===== config.mk =====
export PLATFORM = sky130hd
export DESIGN_NAME = fifo_pop_drain_ctrl_flat
export DESIGN_NICKNAME = d
export VERILOG_FILES = /design/src/rtl/fifo_pop_drain_ctrl_if.sv /design/src/rtl/fifo_pop_drain_ctrl.sv /design/src/flat_wrapper.sv
export SDC_FILE = /design/constraint.sdc
export NUM_CORES = 1
export LEC_CHECK = 0
export CAP_MARGIN = 15
export CORE_MARGIN = 10
export CORE_UTILIZATION = 25
export CTS_BUF_LIST = sky130_fd_sc_hd__clkbuf_8
export DETAILED_ROUTE_END_ITERATION = 8
export GPL_TIMING_DRIVEN = 0
export PLACE_DENSITY = 0.42
export SKIP_LAST_GASP = 1
export SLEW_MARGIN = 20
export SYNTH_ARGS = -nofsm -noshare
export SYNTH_HDL_FRONTEND = slang
export SYNTH_SLANG_ARGS = --single-unit

===== constraint.sdc =====
create_clock -name Pop_Clk -period 7.9 [get_ports Pop_Clk]
set_input_delay 0.79 -clock Pop_Clk [delete_from_list [all_inputs] [get_ports Pop_Clk]]
set_output_delay 0.79 -clock Pop_Clk [all_outputs]
set_load 0.005 [all_outputs]

===== src/rtl/fifo_pop_drain_ctrl_if.sv =====
// Downstream valid/ready word stream between the pop-side drain controller
// and its consumer.
//   m_data  : stream word, driven by the master
//   m_valid : word present, driven by the master
//   m_ready : consumer accepts the word this cycle, driven by the slave
interface fifo_pop_drain_ctrl_if #(
  parameter int DATA_W = 8
);
  logic [DATA_W-1:0] m_data;
  logic              m_valid;
  logic              m_ready;

  modport master (output m_data, output m_valid, input  m_ready);
  modport slave  (input  m_data, input  m_valid, output m_ready);
endinterface


===== src/rtl/fifo_pop_drain_ctrl.sv =====
// Pop-side controller for a FIFO_16K_BLK instance, entirely in the Pop_Clk
// domain. It watches POP_FLAG, issues POP strobes, captures DOUT after the
// FIFO read latency into a small skid buffer, and presents the words on a
// valid/ready stream so the consumer never sees FIFO timing.
//
// Ports
//   Pop_Clk        : clock, rising edge
//   Fifo_Pop_Flush : synchronous active-high reset; drops buffered and in-flight words
//   Drain_En       : 1 = may issue new POPs; 0 = stop popping, keep delivering
//   POP_FLAG       : FIFO status, 0 = empty, 1 = one word, other = two or more
//   DOUT           : FIFO read data, valid RD_LAT cycles after POP is sampled
//   POP            : pop strobe to the FIFO (registered)
//   strm           : downstream stream (m_data / m_valid / m_ready)
//   Pop_Count      : words delivered downstream, wraps modulo 2^CNT_W
//   Busy           : skid buffer non-empty or any pop in flight
module fifo_pop_drain_ctrl #(
  parameter int DATA_W = 8,
  parameter int RD_LAT = 1,
  parameter int SKID_D = 4,
  parameter int CNT_W  = 16
) (
  input  logic                  Pop_Clk,
  input  logic                  Fifo_Pop_Flush,
  input  logic                  Drain_En,
  input  logic [3:0]            POP_FLAG,
  input  logic [DATA_W-1:0]     DOUT,
  output logic                  POP,
  fifo_pop_drain_ctrl_if.master strm,
  output logic [CNT_W-1:0]      Pop_Count,
  output logic                  Busy
);

  localparam int AW = $clog2(SKID_D);
  localparam int PW = AW + 1;

  logic [PW-1:0]     wr_ptr_q, wr_ptr_d;
  logic [PW-1:0]     rd_ptr_q, rd_ptr_d;
  logic [RD_LAT-1:0] infl_q, infl_d;
  logic              pop_q, pop_d;
  logic [CNT_W-1:0]  cnt_q, cnt_d;
  logic [DATA_W-1:0] skid_mem [SKID_D];

  logic [PW-1:0]     used;
  logic [PW:0]       occ;
  logic [PW:0]       occ_net;
  logic              empty;
  logic              full;
  logic              deq;
  logic              cap;
  logic              credit;
  logic              flag_ok;

  always_comb begin
    used  = wr_ptr_q - rd_ptr_q;
    empty = (wr_ptr_q == rd_ptr_q);
    full  = (wr_ptr_q[AW] != rd_ptr_q[AW]) &&
            (wr_ptr_q[AW-1:0] == rd_ptr_q[AW-1:0]);
    deq   = !empty && strm.m_ready;
    // The credit rule keeps the buffer from ever being full on arrival; the
    // full term only guards against a misuse of the parameters.
    cap   = infl_q[RD_LAT-1] && (!full || deq);

    // Committed words: buffered, in the read pipeline, and the POP on the wire now.
    occ = {1'b0, used} + (PW+1)'(pop_q);
    for (int i = 0; i < RD_LAT; i++) begin
      occ = occ + (PW+1)'(infl_q[i]);
    end
    occ_net = occ - (PW+1)'(deq);
    credit  = (occ_net < (PW+1)'(SKID_D));

    // POP_FLAG does not yet see the POP currently on the wire, so a flag of 1
    // while popping means that single word is already taken.
    flag_ok = (POP_FLAG >= 4'd2) || ((POP_FLAG == 4'd1) && !pop_q);
    pop_d   = Drain_En && credit && flag_ok;

    infl_d   = (infl_q << 1) | RD_LAT'(pop_q);
    wr_ptr_d = wr_ptr_q + PW'(cap);
    rd_ptr_d = rd_ptr_q + PW'(deq);
    cnt_d    = cnt_q + CNT_W'(deq);
  end

  always_ff @(posedge Pop_Clk) begin
    if (Fifo_Pop_Flush) begin
      wr_ptr_q <= '0;
      rd_ptr_q <= '0;
      infl_q   <= '0;
      pop_q    <= 1'b0;
      cnt_q    <= '0;
    end else begin
      wr_ptr_q <= wr_ptr_d;
      rd_ptr_q <= rd_ptr_d;
      infl_q   <= infl_d;
      pop_q    <= pop_d;
      cnt_q    <= cnt_d;
    end
  end

  // Data storage needs no reset: m_data is forced to zero whenever the buffer is empty.
  always_ff @(posedge Pop_Clk) begin
    if (cap && !Fifo_Pop_Flush) begin
      skid_mem[wr_ptr_q[AW-1:0]] <= DOUT;
    end
  end

  always_comb begin
    POP          = pop_q;
    strm.m_valid = !empty;
    strm.m_data  = empty ? '0 : skid_mem[rd_ptr_q[AW-1:0]];
    Pop_Count    = cnt_q;
    Busy         = !empty || pop_q || (|infl_q);
  end

endmodule

===== src/flat_wrapper.sv =====
// flat-port wrapper written by rule: the top's interface ports become plain ports
module fifo_pop_drain_ctrl_flat 
#(
  parameter int DATA_W = 8,
  parameter int RD_LAT = 1,
  parameter int SKID_D = 4,
  parameter int CNT_W  = 16
)
  (Pop_Clk, Fifo_Pop_Flush, Drain_En, POP_FLAG, DOUT, POP, Pop_Count, Busy, strm_m_data, strm_m_valid, strm_m_ready);
  fifo_pop_drain_ctrl_if #(.DATA_W(DATA_W)) strm_i ();
  input  logic Pop_Clk;
  input  logic Fifo_Pop_Flush;
  input  logic Drain_En;
  input  logic [3:0] POP_FLAG;
  input  logic [DATA_W-1:0] DOUT;
  output logic POP;
  output logic [CNT_W-1:0] Pop_Count;
  output logic Busy;
  output wire logic [$bits(strm_i.m_data)-1:0] strm_m_data;
  output wire logic [$bits(strm_i.m_valid)-1:0] strm_m_valid;
  input wire logic [$bits(strm_i.m_ready)-1:0] strm_m_ready;
  assign strm_m_data = strm_i.m_data;
  assign strm_m_valid = strm_i.m_valid;
  assign strm_i.m_ready = strm_m_ready;
  fifo_pop_drain_ctrl #(.DATA_W(DATA_W), .RD_LAT(RD_LAT), .SKID_D(SKID_D), .CNT_W(CNT_W)) u_core (.Pop_Clk(Pop_Clk), .Fifo_Pop_Flush(Fifo_Pop_Flush), .Drain_En(Drain_En), .POP_FLAG(POP_FLAG), .DOUT(DOUT), .POP(POP), .strm(strm_i), .Pop_Count(Pop_Count), .Busy(Busy));
endmodule

==> results.txt <==
----------------------------------------------------
[Synth]
  Number of flops mapped to enable cells by yosys ... 32
  Async SR Flop Fraction ... 0%
  Count of synthesis-stage warnings from yosys ... 0
  Synth Net Count ... 223
  Flip-flop and latch count after synthesis ... 56
  Synth unique cells ... 33
  Most frequently used flop master after synthesis ... sky130_fd_sc_hd__edfxtp_1
  Ranking of synthesized cells by area ... sky130_fd_sc_hd__edfxtp_1 (38%), sky130_fd_sc_hd__dfxtp_1 (19%), sky130_fd_sc_hd__mux4_2 (7.2%)
  Netlist area before placement ... 2500 um2
  Syn Inst Count ... 197
  Fraction of synthesized cell area taken by the top area cell type ... 38.5%
  Seq/Total Area, Yosys ... 57.7%
  Average footprint of a synthesized cell ... 12.7 um2
  Most area-hungry cell type in the Yosys netlist ... sky130_fd_sc_hd__edfxtp_1
  Cell with the most instances after synthesis ... sky130_fd_sc_hd__edfxtp_1
  Most common library cells after synthesis ... sky130_fd_sc_hd__edfxtp_1 (32), sky130_fd_sc_hd__dfxtp_1 (24), sky130_fd_sc_hd__nor2_1 (18)

[Floorplan]
  Area of the core ... 9770 um2
  Number of rows created at floorplan ... 36
  I/O Pins ... 43
  Vertical extent of the die ... 120 um
  Area of the die ... 14400 um2
  Initial core utilization ... 25.6%
  Horizontal extent of the die ... 120 um

[Timing]
  Min setup slack post-route ... 3.93 ns
  Final-layout setup total negative slack ... 0 ns
  Minimum clock period after layout ... 3.97 ns
  Fin Hold WS ... 0.538 ns
  Tightest slew margin relative to the limit ... 55.8%
  Max Slew Vio Count ... 0
  Unrepaired setup endpoints after global routing ... false
  Hold Violations, Final ... 0
  Setup violation total in the final timing report ... 0
  Final clock period utilization by the worst path ... 50.2%
  Clock Skew ... 0.0160 ns
  Peak Freq ... 252 MHz
  Transition at the pin with the smallest max-transition slack ... 0.658 ns

[Place]
  Placed standard-cell area ... 3110 um2
  Routability Congestion ... 0.699
  HPWL reported at the end of detailed placement ... 4190 um
  Placed insts ... 374
  Post-Place Worst Slack ... 4.20 ns
  Quantity of I/O buffers inserted on ports ... 42

[Clock network]
  CTS clock-pin slew for the worst setup and hold paths ... 0.11 ns
  Clock root cell ... sky130_fd_sc_hd__clkbuf_8
  Clock insertion delay at the later pin of the skew report ... 0.32 ns
  Number of buffers on the longest clock path ... 2
  Resized cells post-CTS ... 0
  Clock buffers created by TritonCTS ... 5
  Hold Buf Count CTS ... 0
  Number of buffers inserted to repair setup after CTS ... 0
  Sink Count ... 56
  TritonCTS clock tree ... done
  Number of H-tree branching levels ... 2

[Outcome]
  Run status ... complete, no violations

[Job]
  Count of maximum capacitance violations ... 0

[Power and ir drop]
  Static power due to leakage ... 0.00109 uW
  Power per cell area ... 198 nW/um2
  Maximum VDD drop ... 71.3 uV

[Layout]
  Number of cells in the finished layout apart from fillers ... 382
  Area overhead of the layout relative to synthesis ... 28.5%
  Final design instance area without fill ... 3210 um2
  Number of diodes ... 0
  Share of final-layout standard cells stronger than drive strength 1 ... 10.4%
  Nets@finish ... 274

[Global route]
  Global-route wire length before repair ... 9340 um
  Initial antenna violation count ... 0
  Number of global-route vias before repair ... 1751
  Overall track demand over capacity in global routing ... 8.09%
  Global route total overflow ... 0
  Largest net degree at the start of global routing ... 21

[Setup path]
  Worst setup EP type ... output port
  Setup Crit Path Kind ... reg -> out
  Cells on worst reg2reg path ... 12
  Worst reg2reg setup slack ... 4.59 ns
  Critical path data required time ... 7.11 ns
  Crit path DAT ... 3.18 ns
  Maximum fanout encountered on the critical timing path ... 10
  Kind of start point of the critical path ... register

[Drt]
  Number of antenna-violating nets in the routed design ... 0
  DR pass1 iterations ... 4
  Routed Wire Length ... 5660 um
  1st-iter DRT viols ... 78
  Post-DR vias/cell ... 4.29
  Total via count after detailed routing ... 1637
  Average wire length per cell after detail routing ... 14.8 um
  Residual DRC count ... 0

[Worst hold path]
  Min-delay worst type ... reg -> reg
  Instance count along the most critical hold path ... 1

----------------------------------------------------
[final cells by class]
class,instances,area (um2)
Inverter,6,22.5
Tap cell,133,166
Timing Repair Buffer,44,435
Clock buffer,5,68.8
Multi-Input combinational cell,127,1020
Clock inverter,3,28.8
Sequential cell,56,1440
Fill cell,1012,6560
Buffer,8,31.3
[state kept, by name, indices dropped and copies added (netlist names)]
signal and cells:
u_core.infl_q 1, u_core.POP 1, u_core.Pop_Count 16, u_core.rd_ptr_q 3, u_core.skid_mem 32, u_core.wr_ptr_q 3
[worst max-delay path: stages (launching register included)]
cell and delay (ns):
sky130_fd_sc_hd__dfxtp_1 0.35, sky130_fd_sc_hd__clkbuf_1 0.49, sky130_fd_sc_hd__inv_1 0.18, sky130_fd_sc_hd__ha_1 0.34, sky130_fd_sc_hd__and2_1 0.16, sky130_fd_sc_hd__buf_1 0.16
sky130_fd_sc_hd__nand2_1 0.11, sky130_fd_sc_hd__clkbuf_1 0.37, sky130_fd_sc_hd__and2_1 0.20, sky130_fd_sc_hd__clkdlybuf4s50_1 0.50
[power breakdown]
group | total [uW] | internal, uW | leakage, uW | switching, uW
sequential | 323 | 316 | 0.000482 | 6.54
clock | 172 | 67.3 | 0.0000511 | 105
combinational | 141 | 78.2 | 0.000553 | 63.1
total | 636 | 462 | 0.00109 | 175
[cells in the final DEF (no fill, tap or decap), drive strengths merged]
| cell type | netlist | layout |
|---|---|---|
| clkdlybuf4s50 | 0 | 42 |
| edfxtp | 32 | 32 |
| dfxtp | 24 | 24 |
| nor2 | 18 | 18 |
| nor2b | 12 | 12 |
| nand2 | 11 | 11 |
| clkbuf | 6 | 11 |
| xnor2 | 10 | 10 |
| and2 | 9 | 9 |
| ha | 9 | 9 |
| inv | 6 | 9 |
| mux4 | 8 | 8 |
| nor4 | 8 | 8 |
| nand4 | 7 | 7 |
| mux2 | 5 | 5 |
| xor2 | 4 | 4 |
| buf | 2 | 4 |
| and3 | 3 | 3 |
| or3 | 3 | 3 |
| a211oi | 3 | 3 |
| a21oi | 3 | 3 |
| or2 | 2 | 2 |
| nor3 | 2 | 2 |
| nand3 | 2 | 2 |
| a21o | 1 | 1 |
| xor3 | 1 | 1 |
| a21bo | 1 | 1 |
| o31ai | 1 | 1 |
| o21ai | 1 | 1 |
| nand3b | 1 | 1 |
| o41ai | 1 | 1 |
| fa | 1 | 1 |
[per-layer routing]
layer	GRT usage (%)	routed length, um	vias up
met3	3.61	443	5
met5	0	0	-
met2	12.8	2560	41
li1	-	-	819
met4	1.81	40	0
met1	9.92	2620	772
[final timing paths]
| check | from | end |
|---|---|---|
| max | u_core.rd_ptr_q[1] | strm_m_data[1] |
| min | u_core.POP | u_core.infl_q |
| max reg2reg | u_core.rd_ptr_q[1] | u_core.POP |
| min reg2reg | u_core.POP | u_core.infl_q |
[per-stage QoR]
| stage | utilization (%) | power, uW |
|---|---|---|
| finish | 32.8 | 636 |
| floorplan | - | 405 |
| CTS | 32.8 | 647 |
| global placement | 31.6 | 472 |
| global route | 32.8 | 677 |
| detailed placement | 31.8 | 475 |
[cell families (layout without fill, tap and decap cells)]
| group | after synthesis | after routing | share of synthesized area [%] |
|---|---|---|---|
| buf+inv | 14 | 66 | 2.15 |
| compound gates | 11 | 11 | 3.05 |
| fa+ha+maj | 10 | 10 | 5.31 |
| mux | 13 | 13 | 9.46 |
| simple gates | 78 | 78 | 16.5 |
| flops | 56 | 56 | 57.7 |
| xor+xnor | 15 | 15 | 5.86 |
(Power assumes the default switching activity.)
